**src/rtl/swervolf_board_io.sv**
```systemverilog
`default_nettype none
// ============================================================================
// Module   : swervolf_board_io
// Purpose  : Board I/O conditioning between board pins and swervolf_core.
//            - NUM_SW switches: 2-flop synchronised, per-bit debounced.
//            - NUM_LED LEDs: two register stages.
//            - NUM_UART TX sources: synchronised, glitch-free switch-over
//              that only happens once old and new lines have both idled.
// Options  : SWERVOLF_LED_PWM_EN adds i_led_duty and an 8-bit PWM dimmer.
// Revision : 1.0 - initial release
// ============================================================================
module swervolf_board_io #(
  parameter int NUM_SW           = 4,
  parameter int NUM_LED          = 16,
  parameter int DEBOUNCE_CYCLES  = 250000,
  parameter int NUM_UART         = 2,
  parameter int UART_IDLE_CYCLES = 2604,
  localparam int SELW            = $clog2(NUM_UART)
) (
  input  logic                clk,
  input  logic                rstn,
  input  logic [NUM_SW-1:0]   i_sw,
  output logic [NUM_SW-1:0]   o_sw,
  output logic                o_sw_chg,
  input  logic [NUM_LED-1:0]  i_led,
`ifdef SWERVOLF_LED_PWM_EN
  input  logic [7:0]          i_led_duty,
`endif
  output logic [NUM_LED-1:0]  o_led,
  input  logic [NUM_UART-1:0] i_uart_tx,
  input  logic [SELW-1:0]     i_uart_sel,
  output logic                o_uart_tx,
  output logic [SELW-1:0]     o_uart_sel
);

  // --------------------------------------------------------------------------
  // Switch path
  // --------------------------------------------------------------------------
  logic [NUM_SW-1:0] r_sw_meta;
  logic [NUM_SW-1:0] r_sw_sync;
  logic [NUM_SW-1:0] r_sw_prev;
  logic [NUM_SW-1:0] w_sw_flip;

  // Two-flop synchroniser for the raw switch pins
  always_ff @(posedge clk or negedge rstn) begin
    if (!rstn) begin
      r_sw_meta <= '0;
      r_sw_sync <= '0;
    end else begin
      r_sw_meta <= i_sw;
      r_sw_sync <= r_sw_meta;
    end
  end

  generate
    if (DEBOUNCE_CYCLES == 0) begin : g_db_bypass
      // No filtering: follow the synchronised level one cycle later
      assign w_sw_flip = r_sw_sync ^ o_sw;
    end else begin : g_db_count
      localparam int CNT_W = $clog2(DEBOUNCE_CYCLES + 1);
      localparam logic [CNT_W-1:0] C_DB_LAST = CNT_W'(DEBOUNCE_CYCLES - 1);

      for (genvar i = 0; i < NUM_SW; i++) begin : g_sw_bit
        logic [CNT_W-1:0] r_db_cnt;
        logic             w_differs;

        assign w_differs    = r_sw_sync[i] ^ o_sw[i];
        assign w_sw_flip[i] = w_differs && (r_db_cnt == C_DB_LAST);

        // Count consecutive cycles the synced level disagrees with o_sw
        always_ff @(posedge clk or negedge rstn) begin
          if (!rstn) begin
            r_db_cnt <= '0;
          end else if (!w_differs || (r_db_cnt == C_DB_LAST)) begin
            r_db_cnt <= '0;
          end else begin
            r_db_cnt <= r_db_cnt + 1'b1;
          end
        end
      end
    end
  endgenerate

  // Accepted switch levels plus a one-cycle change pulse trailing the update
  always_ff @(posedge clk or negedge rstn) begin
    if (!rstn) begin
      o_sw      <= '0;
      r_sw_prev <= '0;
      o_sw_chg  <= 1'b0;
    end else begin
      o_sw      <= o_sw ^ w_sw_flip;
      r_sw_prev <= o_sw;
      o_sw_chg  <= |(o_sw ^ r_sw_prev);
    end
  end

  // --------------------------------------------------------------------------
  // LED path
  // --------------------------------------------------------------------------
  logic [NUM_LED-1:0] r_led_stage1;

`ifdef SWERVOLF_LED_PWM_EN
  logic [7:0] r_pwm_cnt;
  logic       w_pwm_on;

  // Full duty is forced on so 255 does not leave a one-count dark slot
  assign w_pwm_on = (i_led_duty == 8'hFF) || (r_pwm_cnt < i_led_duty);

  // Free-running PWM phase counter
  always_ff @(posedge clk or negedge rstn) begin
    if (!rstn) begin
      r_pwm_cnt <= 8'd0;
    end else begin
      r_pwm_cnt <= r_pwm_cnt + 8'd1;
    end
  end

  // Two LED stages; the second stage applies the dimming gate
  always_ff @(posedge clk or negedge rstn) begin
    if (!rstn) begin
      r_led_stage1 <= '0;
      o_led        <= '0;
    end else begin
      r_led_stage1 <= i_led;
      o_led        <= r_led_stage1 & {NUM_LED{w_pwm_on}};
    end
  end
`else
  // Two LED stages, straight through
  always_ff @(posedge clk or negedge rstn) begin
    if (!rstn) begin
      r_led_stage1 <= '0;
      o_led        <= '0;
    end else begin
      r_led_stage1 <= i_led;
      o_led        <= r_led_stage1;
    end
  end
`endif

  // --------------------------------------------------------------------------
  // UART TX mux
  // --------------------------------------------------------------------------
  localparam int IDLE_W = (UART_IDLE_CYCLES > 1) ? $clog2(UART_IDLE_CYCLES + 1) : 1;
  localparam logic [IDLE_W-1:0] C_IDLE_LAST = IDLE_W'(UART_IDLE_CYCLES - 1);
  localparam logic [SELW:0]     C_NUM_UART  = (SELW + 1)'(NUM_UART);

  typedef enum logic [0:0] {
    ST_RUN  = 1'b0,
    ST_PEND = 1'b1
  } uart_state_t;

  logic [NUM_UART-1:0] r_tx_meta;
  logic [NUM_UART-1:0] r_tx_sync;
  logic [SELW-1:0]     r_sel_meta;
  logic [SELW-1:0]     r_sel_sync;
  uart_state_t         r_state;
  uart_state_t         w_state_next;
  logic [SELW-1:0]     r_active;
  logic [SELW-1:0]     w_active_next;
  logic [SELW-1:0]     r_target;
  logic [SELW-1:0]     w_target_next;
  logic [IDLE_W-1:0]   r_idle_cnt;
  logic [IDLE_W-1:0]   w_idle_cnt_next;
  logic                w_sel_valid;
  logic                w_both_idle;

  assign w_sel_valid = ({1'b0, r_sel_sync} < C_NUM_UART);
  assign w_both_idle = r_tx_sync[r_active] & r_tx_sync[r_target];
  assign o_uart_sel  = r_active;

  // Synchronisers for TX lines (idle high) and the source request
  always_ff @(posedge clk or negedge rstn) begin
    if (!rstn) begin
      r_tx_meta  <= '1;
      r_tx_sync  <= '1;
      r_sel_meta <= '0;
      r_sel_sync <= '0;
    end else begin
      r_tx_meta  <= i_uart_tx;
      r_tx_sync  <= r_tx_meta;
      r_sel_meta <= i_uart_sel;
      r_sel_sync <= r_sel_meta;
    end
  end

  // Switch-over state, active/target source and idle run length
  always_ff @(posedge clk or negedge rstn) begin
    if (!rstn) begin
      r_state    <= ST_RUN;
      r_active   <= '0;
      r_target   <= '0;
      r_idle_cnt <= '0;
    end else begin
      r_state    <= w_state_next;
      r_active   <= w_active_next;
      r_target   <= w_target_next;
      r_idle_cnt <= w_idle_cnt_next;
    end
  end

  // Next-state: hold off a switch until both lines idle for the full window
  always_comb begin
    w_state_next    = r_state;
    w_active_next   = r_active;
    w_target_next   = r_target;
    w_idle_cnt_next = r_idle_cnt;
    case (r_state)
      ST_RUN: begin
        if (w_sel_valid && (r_sel_sync != r_active)) begin
          w_target_next   = r_sel_sync;
          w_idle_cnt_next = '0;
          w_state_next    = ST_PEND;
        end
      end
      ST_PEND: begin
        if (!w_sel_valid || (r_sel_sync == r_active)) begin
          w_idle_cnt_next = '0;
          w_state_next    = ST_RUN;
        end else if (r_sel_sync != r_target) begin
          w_target_next   = r_sel_sync;
          w_idle_cnt_next = '0;
        end else if (!w_both_idle) begin
          w_idle_cnt_next = '0;
        end else if (r_idle_cnt == C_IDLE_LAST) begin
          w_active_next   = r_target;
          w_idle_cnt_next = '0;
          w_state_next    = ST_RUN;
        end else begin
          w_idle_cnt_next = r_idle_cnt + 1'b1;
        end
      end
      default: begin
        w_state_next = ST_RUN;
      end
    endcase
  end

  // Registered TX output from the currently active source
  always_ff @(posedge clk or negedge rstn) begin
    if (!rstn) begin
      o_uart_tx <= 1'b1;
    end else begin
      o_uart_tx <= r_tx_sync[r_active];
    end
  end

endmodule
`default_nettype wire

```
**config.mk**
```make
export PLATFORM = sky130hd
export DESIGN_NAME = swervolf_board_io
export DESIGN_NICKNAME = d
export VERILOG_FILES = /design/src/rtl/swervolf_board_io.sv
export SDC_FILE = /design/constraint.sdc
export NUM_CORES = 1
export LEC_CHECK = 0
export BUFFER_PORTS_ARGS = -buffer_cell sky130_fd_sc_hd__buf_2
export CORE_MARGIN = 2
export CORE_UTILIZATION = 55
export CTS_CLUSTER_DIAMETER = 50
export DETAILED_ROUTE_END_ITERATION = 10
export GPL_ROUTABILITY_DRIVEN = 1
export PLACE_DENSITY = 0.7
export SYNTH_ARGS = -nofsm -noshare
export SYNTH_HDL_FRONTEND = slang
export SYNTH_SLANG_ARGS = --single-unit
```
**constraint.sdc**
```tcl
create_clock -name clk -period 5.1 [get_ports clk]
set_input_delay 1.02 -clock clk [delete_from_list [all_inputs] [get_ports clk]]
set_output_delay 1.02 -clock clk [all_outputs]
set_load 0.02 [all_outputs]
```
**Word level (Yosys, flattened, before mapping)**

Index checks and enable logic that the tools add are counted.

- Mux-type cells: 24
- $add $sub $neg: 5
- $lt $le $gt $ge: 2
- Equal/unequal tests: 11
- Bitwise operators: 10
- Reduce and logical (&&, ||, !) cells: 15

Operators with widths:

| operator | number |
|---|---|
| 18-bit by 1-bit adder with 18-bit output (second input constant) | 4 |
| 18-bit equality test (second input constant) | 4 |
| 18-bit 2-to-1 mux | 4 |
| 12-bit 2-to-1 mux | 5 |
| 12-bit one-hot mux with 2 select lines | 1 |
| 12-bit by 1-bit adder with 12-bit output (second input constant) | 1 |
| 12-bit equality test (second input constant) | 1 |
| 1-bit 2-to-1 mux | 12 |
| 4-bit XOR | 2 |
| 5-bit AND reduction | 1 |
| 1-bit logical AND | 4 |
| 1-bit logical NOT | 4 |
| 1-bit logical OR | 4 |
| 1-bit by 2-bit less-than comparator with 1-bit output (second input constant) | 2 |
| 2-bit inequality test (second input constant) | 2 |
| 1-bit one-hot mux with 2 select lines | 2 |
| 4-bit OR reduction | 1 |
| 1-bit XOR | 4 |
| 1-bit inverter | 3 |
| 3-bit AND reduction | 1 |
| 1-bit inequality test | 2 |
| 2-bit by 1-bit inequality test with 1-bit output (second input constant) | 1 |
| 1-bit AND | 1 |
| 1-bit equality test | 1 |

- Input bits: 25
- Bits in registers: 143
- Output and inout port bits: 23
- Word-level logic and storage cells: 87

**Longest topological paths before layout**

Gate-level depths: netlist of the first run.

- Depth in word-level cells: 7
- Mapped depth: 6
- Mapped depth without buffers: 5

**Worst setup path before layout of the first run**

Ideal clock, no wire load.

- Path type: reg2reg
- Start point: register g_db_count.g_sw_bit[3].r_db_cnt[0]
- End point: register g_db_count.g_sw_bit[3].r_db_cnt[16]
- Data required time: 5022 ps
- Cell stages (with the launch flop): 6
- Slack: 3210 ps
- Buffers on the path: 0
- Library setup time: 78 ps
- Clock period less this slack: 1890 ps
- Arrival: 1812 ps
- Cell sequence: dfrtp_1 -> ha_1 -> nand3_2 -> or4_1 -> or4_1 -> a21oi_1

- Longest elaborated chain between the ends: 3
- Elaborated cells between the ends (all ways): 4
- Classes of those cells: add/sub: 1; eq/ne: 1; mux: 1; reduce/logical: 1

Ends and longest elaborated chain:

| item | line | source |
|---|---|---|
| from (decl) | 64 | `logic [CNT_W-1:0] r_db_cnt;` |
| from (signal assigned) | 77 | `r_db_cnt <= r_db_cnt + 1'b1;` |
| branches (longest 2 deep; another with 18-bit by 1-bit adder with 18-bit output) | n/a |  |
| 18-bit 2-to-1 mux (*) | 74 | `end else if (!w_differs \|\| (r_db_cnt == C_DB_LAST)) begin` |

Mark *: on every way between the ends.
A chain may end at the register's enable or synchronous reset.

**Worst setup path in the final report of the first run**

- Start point: register r_idle_cnt[8]
- End point: register r_idle_cnt[3]

- Longest elaborated chain between the ends: 6

Ends and longest elaborated chain:

| item | line | source |
|---|---|---|
| from (decl) | 163 | `logic [IDLE_W-1:0] r_idle_cnt;` |
| from (signal assigned) | 198 | `r_idle_cnt <= w_idle_cnt_next;` |
| 12-bit equality test | 225 | `end else if (r_idle_cnt == C_IDLE_LAST) begin` |
| 12-bit 2-to-1 mux | 225 |  |
| 12-bit 2-to-1 mux | 223 | `end else if (!w_both_idle) begin` |
| 12-bit 2-to-1 mux | 220 | `end else if (r_sel_sync != r_target) begin` |
| 12-bit 2-to-1 mux | 217 | `if (!w_sel_valid \|\| (r_sel_sync == r_active)) begin` |
| 12-bit one-hot mux with 2 select lines | 208 | `case (r_state)` |

No other way between the ends.

==> impl_metrics.env, run 1 <==
export IMPL_status="finished, final reports clean"
export IMPL_synth_top_area_frac=0.573
export IMPL_dp_hpwl_mm=7.32
export IMPL_yosys_warnings=0
export IMPL_cts_buffers_inserted=17
export IMPL_relSlewSlack=0.215
export IMPL_yosys_top_cells_area="dfrtp_1 57%, xnor2_1 5.7%, nor2_1 4.2%"
export IMPL_numClockSinks=143
export IMPL_grt_pass1_vias=4067
export IMPL_dp_slack_ns=2.48
export IMPL_clk_path_buf_depth=2
export IMPL_synthToLayoutAreaGrowth_pct=17.0
export IMPL_rows=38
export IMPL_path_class="reg -> reg"
export IMPL_postRouteAntennaNets=0
export IMPL_cpMaxStageDelayCell="nor3_1"
export IMPL_vias=4205
export IMPL_ys_async_sr_fraction=1.00
export IMPL_fin_area_um2=7050
export IMPL_die_x_um=109
export IMPL_synth_most_common_cell="dfrtp_1"
export IMPL_post_route_min_period_ns=2.66
export IMPL_finalSetupViolations=0
export IMPL_clock_fmax_ghz=0.376
export IMPL_design_core_area_um2=10700
export IMPL_cts_hold_buf=0
export IMPL_io_pins=48
export IMPL_antennaDiodeCount=0
export IMPL_die_area_um2=11800
export IMPL_initial_core_util=0.561
export IMPL_gp_congestion=0.839
export IMPL_crit_required_ns=5.52
export IMPL_dr_pass1_iters=7
export IMPL_crit_chain="or4b_1 -> nor3_1 -> nor2_2 -> a221o_1"
export IMPL_drv_cap=0
export IMPL_yosysTopAreaCell="dfrtp_1"
export IMPL_hold_viol_final=0
export IMPL_antenna_found_initial=0
export IMPL_portBuffers=47
export IMPL_nets=619
export IMPL_synth_distinct_cells=49
export IMPL_synth_main_ff_cell="dfrtp_1"
export IMPL_seq_area_frac_synth=0.595
export IMPL_holdCritPathClass="reg -> reg"
export IMPL_finalPower_mw=2.58
export IMPL_p_leak_nw=3.00
export IMPL_routed_via_density=5.67
export IMPL_grtUsageTotal=0.215
export IMPL_arrival_ns=3.08
export IMPL_power_density_nw_per_um2=365
export IMPL_rsz0062_at_grt="false"
export IMPL_slew_viol_final=0
export IMPL_fin_crit_sh=0.521
export IMPL_ctsResizeCount=0
export IMPL_overflow=0
export IMPL_cp_end_kind="flip-flop"
export IMPL_synthTopCellsByCount="138 x dfrtp_1, 68 x nor2_1, 39 x xnor2_1"
export IMPL_cts_tree="done"
export IMPL_synth_avg_cell_area_um2=11.3
export IMPL_tns_ns=0
export IMPL_postPlaceCellArea_um2=6420
export IMPL_crit_path_start_kind="flip-flop"
export IMPL_synth_edff_count=0
export IMPL_finClkSkew_ns=0.00910
export IMPL_fin_ws_ns=2.44
export IMPL_syn_inst=533
export IMPL_grt_max_degree=112
export IMPL_tightest_slew_ns=1.17
export IMPL_wl_mm=11.3
export IMPL_n_fill_cell=834
export IMPL_drt_iter0_drc=243
export IMPL_yosys_register_bits=143
export IMPL_layout_drive_gt1_share=0.164
export IMPL_irDropWorstVdd_v=0.000244
export IMPL_crit_path_max_fanout=11
export IMPL_path_clk_slew_ns=0.06
export IMPL_cts_setup_buffers=0
export IMPL_drc_errors=0
export IMPL_synth_area_um2=6030
export IMPL_grt_pass1_wl_mm=19.5
export IMPL_fp_dieH_um=109
export IMPL_clk_latency_ns=0.53
export IMPL_wl_per_cell_um=15.3
export IMPL_synth_nets=563
export IMPL_critPathMaxStageDelay_ns=0.95
export IMPL_root_buffer="clkbuf_8"
export IMPL_htreeDepth=4
logic make-up after synthesis:
logic type	after synthesis	share of synthesized area
AND/OR/NAND/NOR	235	0.205
flip-flops	143	0.595
XOR/XNOR	60	0.0872
AO/OA/AOI/OAI	58	0.0749
buffers and inverters	26	0.0172
multiplexers	6	0.0110
adder cells (fa/ha/maj)	5	0.0104
metal layers:
layer,up-vias,global-route usage,share of wire
met5,-,0,0
met4,0,0.0824,0.012
met3,11,0.0628,0.037
met2,71,0.333,0.50
met1,2096,0.289,0.45
li1,2027,-,-
cells in the final DEF, fill, tap and decap left out, drive strengths merged, types with 16 or more instances in the layout:
cell and count:
nor2 69, nor3 19, clkbuf 17, nand2 30
xnor2 39, nand3 33, dfrtp 138, xor2 21
buf 49, nor4 20, nand4 16
final timing paths:
kind,slack [ns],cells after the start,startpoint,end
hold / removal,0.34,0,r_led_stage1[8],o_led[8]
hold reg to reg,0.34,0,r_led_stage1[8],o_led[8]
setup / recovery,2.44,4,r_idle_cnt[8],r_idle_cnt[3]
min in group asynchronous,0.61,1,rstn,o_led[1]
max in group asynchronous,3.48,2,rstn,r_sw_prev[1]
setup reg to reg,2.44,4,r_idle_cnt[8],r_idle_cnt[3]
worst max-delay path, delay by kind of cell (launching register included):
kind	cells	cell delay, ns
flops	1	0.41
compound gates	1	0.39
simple gates	3	1.74
cell type report:
class	instances	area (um^2)	share of cell area
Clock inverter	15	219	0.0310
Sequential cell	143	3580	0.508
Timing Repair Buffer	49	256	0.0364
Multi-Input combinational cell	364	2350	0.333
Clock buffer	17	414	0.0587
Inverter	14	52.6	0.00745
Tap cell	140	175	0.0248
through the flow:
step / instances / hold slack (ns) / utilization
after CTS: 742 / 0.348 / 0.656
after global placement: 710 / 0.332 / 0.597
after floorplan: 533 / 0.331 / -
after global routing: 742 / 0.354 / 0.656
after detailed placement: 710 / 0.336 / 0.597
final: 742 / 0.341 / 0.656
registers in the layout (all words and copies together), names as in the netlist, 2 cells and up, named ones only:
| register | cells |
|---|---|
| r_tx_meta | 2 |
| g_db_count.g_sw_bit.r_db_cnt | 72 |
| r_tx_sync | 2 |
| r_idle_cnt | 12 |
| r_sw_meta | 4 |
| o_led | 16 |
| r_led_stage1 | 16 |
| r_sw_sync | 4 |
| r_sw_prev | 4 |
report_power, final:
group,internal (mW),leakage (nW),switching [mW]
sequential,1.16,1.87,0.0163
clock,0.840,0.292,0.471
combinational,0.0264,0.842,0.0575
total,2.03,3.00,0.545
Power figures use the tool's default switching activity.
==> run 2, diff against run 1 <==
--- a/config.mk
+++ b/config.mk
@@ -7,11 +7,11 @@
 export LEC_CHECK = 0
 export BUFFER_PORTS_ARGS = -buffer_cell sky130_fd_sc_hd__buf_2
 export CORE_MARGIN = 2
-export CORE_UTILIZATION = 55
+export CORE_UTILIZATION = 54
 export CTS_CLUSTER_DIAMETER = 50
 export DETAILED_ROUTE_END_ITERATION = 10
 export GPL_ROUTABILITY_DRIVEN = 1
-export PLACE_DENSITY = 0.7
+export PLACE_DENSITY = 0.72
 export SYNTH_ARGS = -nofsm -noshare
 export SYNTH_HDL_FRONTEND = slang
 export SYNTH_SLANG_ARGS = --single-unit
==> constraint.sdc (replaced) <==
create_clock -name clk -period 2.15 [get_ports clk]
set_input_delay 0.43 -clock clk [delete_from_list [all_inputs] [get_ports clk]]
set_output_delay 0.43 -clock clk [all_outputs]
set_load 0.02 [all_outputs]
==> run 2 against run 1 <==
Compared with the run above: clock power grew 120%; register-to-register slack lost 2.3 ns; maximum frequency grew 35%; critical path type unchanged; critical endpoint is now r_idle_cnt[7]; largest power group unchanged.
==> impl_metrics.env, run 2 (same netlist as run 1, synthesis figures left out) <==
export IMPL_cts_tree="done"
export IMPL_fin_area_um2=7370
export IMPL_wl_met1_mm=5.35
export IMPL_top_register="g_db_count.g_sw_bit.r_db_cnt"
export IMPL_slew_viol_final=0
export IMPL_p_leak_nw=3.16
export IMPL_die_x_um=110
export IMPL_finalSetupViolations=0
export IMPL_grt_pass1_vias=4325
export IMPL_rows=38
export IMPL_power_density_nw_per_um2=810
export IMPL_crit_path_max_fanout=10
export IMPL_clk_path_buf_depth=2
export IMPL_initial_core_util=0.554
export IMPL_hold_viol_final=0
export IMPL_postRouteAntennaNets=0
export IMPL_crit_required_ns=2.57
export IMPL_design_core_area_um2=10900
export IMPL_die_area_um2=12000
export IMPL_wl_per_cell_um=15.1
export IMPL_rsz0062_at_grt="false"
export IMPL_clk_latency_ns=0.53
export IMPL_critPathMaxStageDelay_ns=0.54
export IMPL_cp_end_kind="flip-flop"
export IMPL_tns_ns=0
export IMPL_path_clk_slew_ns=0.06
export IMPL_fin_crit_sh=0.919
export IMPL_io_pins=48
export IMPL_cts_hold_buf=23
export IMPL_drc_errors=0
export IMPL_drt_iter0_drc=284
export IMPL_layout_drive_gt1_share=0.178
export IMPL_routed_via_density=5.61
export IMPL_met2_length_mm=5.78
export IMPL_cp_top_family="simple AND/OR/NAND/NOR gates"
export IMPL_antenna_found_initial=0
export IMPL_antennaDiodeCount=0
export IMPL_wl_met3_um=491
export IMPL_highest_layer="met4"
export IMPL_dr_pass1_iters=4
export IMPL_relSlewSlack=0.694
export IMPL_fp_dieH_um=110
export IMPL_cts_setup_buffers=0
export IMPL_overflow=0
export IMPL_largest_reg_flops=72
export IMPL_holdCritPathClass="in -> reg"
export IMPL_finClkSkew_ns=0.00571
export IMPL_dp_hpwl_mm=7.85
export IMPL_finalPower_mw=5.97
export IMPL_path_class="reg -> reg"
export IMPL_wl_mm=11.8
export IMPL_clock_fmax_ghz=0.506
export IMPL_htreeDepth=4
export IMPL_dp_cells=725
export IMPL_cpMaxStageDelayCell="or4b_1"
export IMPL_crit_path_start_kind="flip-flop"
export IMPL_tightest_slew_ns=0.454
export IMPL_final_cell_mix="138 x dfrtp_1, 68 x nor2_1, 46 x buf_2, 39 x xnor2_1, 32 x nand3_1"
export IMPL_gp_congestion=0.901
export IMPL_fin_cells=780
export IMPL_post_route_min_period_ns=1.98
export IMPL_top_regs="g_db_count.g_sw_bit.r_db_cnt x72, o_led x16, r_led_stage1 x16"
export IMPL_vias=4378
export IMPL_drv_cap=0
export IMPL_numClockSinks=143
export IMPL_irDropWorstVdd_v=0.000851
export IMPL_arrival_ns=2.40
export IMPL_portBuffers=47
export IMPL_path_buf_inv=1
export IMPL_crit_chain="or4b_1 -> nor3_1 -> buf_4 -> o31ai_1 -> a22o_1"
export IMPL_n_fill_cell=793
export IMPL_cts_buffers_inserted=17
export IMPL_grtUsageTotal=0.219
export IMPL_rrSetupSlack_ns=0.17
export IMPL_synthToLayoutAreaGrowth_pct=22.3
export IMPL_ctsResizeCount=0
export IMPL_grt_pass1_wl_mm=20.1
export IMPL_grt_max_degree=48
export IMPL_status="finished, final reports clean"
export IMPL_postPlaceCellArea_um2=6550
export IMPL_layout_cells_most_common="dfrtp_1"
export IMPL_nets=657
export IMPL_root_buffer="clkbuf_8"
-- run 2: area by class of cell --
class | count | area, um^2 | area share
clock buffer | 20 | 455 | 0.0618
clock inverter | 12 | 140 | 0.0190
inverter | 14 | 52.6 | 0.00713
multi-input combinational | 364 | 2340 | 0.317
sequential | 143 | 3580 | 0.486
tap | 140 | 175 | 0.0238
timing repair buffer | 87 | 624 | 0.0847
-- run 2: layer usage --
layer / GRT usage / vias to the layer above
li1: - / 2106
met2: 0.352 / 98
met1: 0.280 / 2156
met4: 0.0868 / 0
met5: 0 / -
met3: 0.0652 / 18
-- run 2: metrics by stage --
stage,setup WS [ns],hold slack [ns],util
after global routing,0.0854,0.00849,0.677
after detailed placement,0.218,0.336,0.601
after floorplan,0.260,0.134,-
final,0.174,0.0365,0.677
after CTS,0.206,0.00214,0.677
after global placement,0.282,0.332,0.601
-- run 2: worst register-to-register path, cell delays in order (launching register included) --
cell and delay [ns]:
dfrtp_1 0.42, or4b_1 0.54, nor3_1 0.33, buf_4 0.24
o31ai_1 0.10, a22o_1 0.24
-- run 2: power breakdown --
part / total [mW] / switching [mW] / leakage (nW) / internal [mW]
logic: 0.248 / 0.145 / 1.00 / 0.104
clock network: 2.92 / 1.08 / 0.296 / 1.84
registers: 2.80 / 0.0374 / 1.87 / 2.76
-- run 2: worst paths after layout --
kind                            startpoint                to  cells after the start
min                              i_led[14]  r_led_stage1[14]                      1
max                          r_idle_cnt[8]     r_idle_cnt[7]                      5
min reg2reg                r_led_stage1[6]          o_led[6]                      0
max in group asynchronous             rstn      r_tx_meta[1]                      3
max reg2reg                  r_idle_cnt[8]     r_idle_cnt[7]                      5
min in group asynchronous             rstn        r_sel_meta                      2
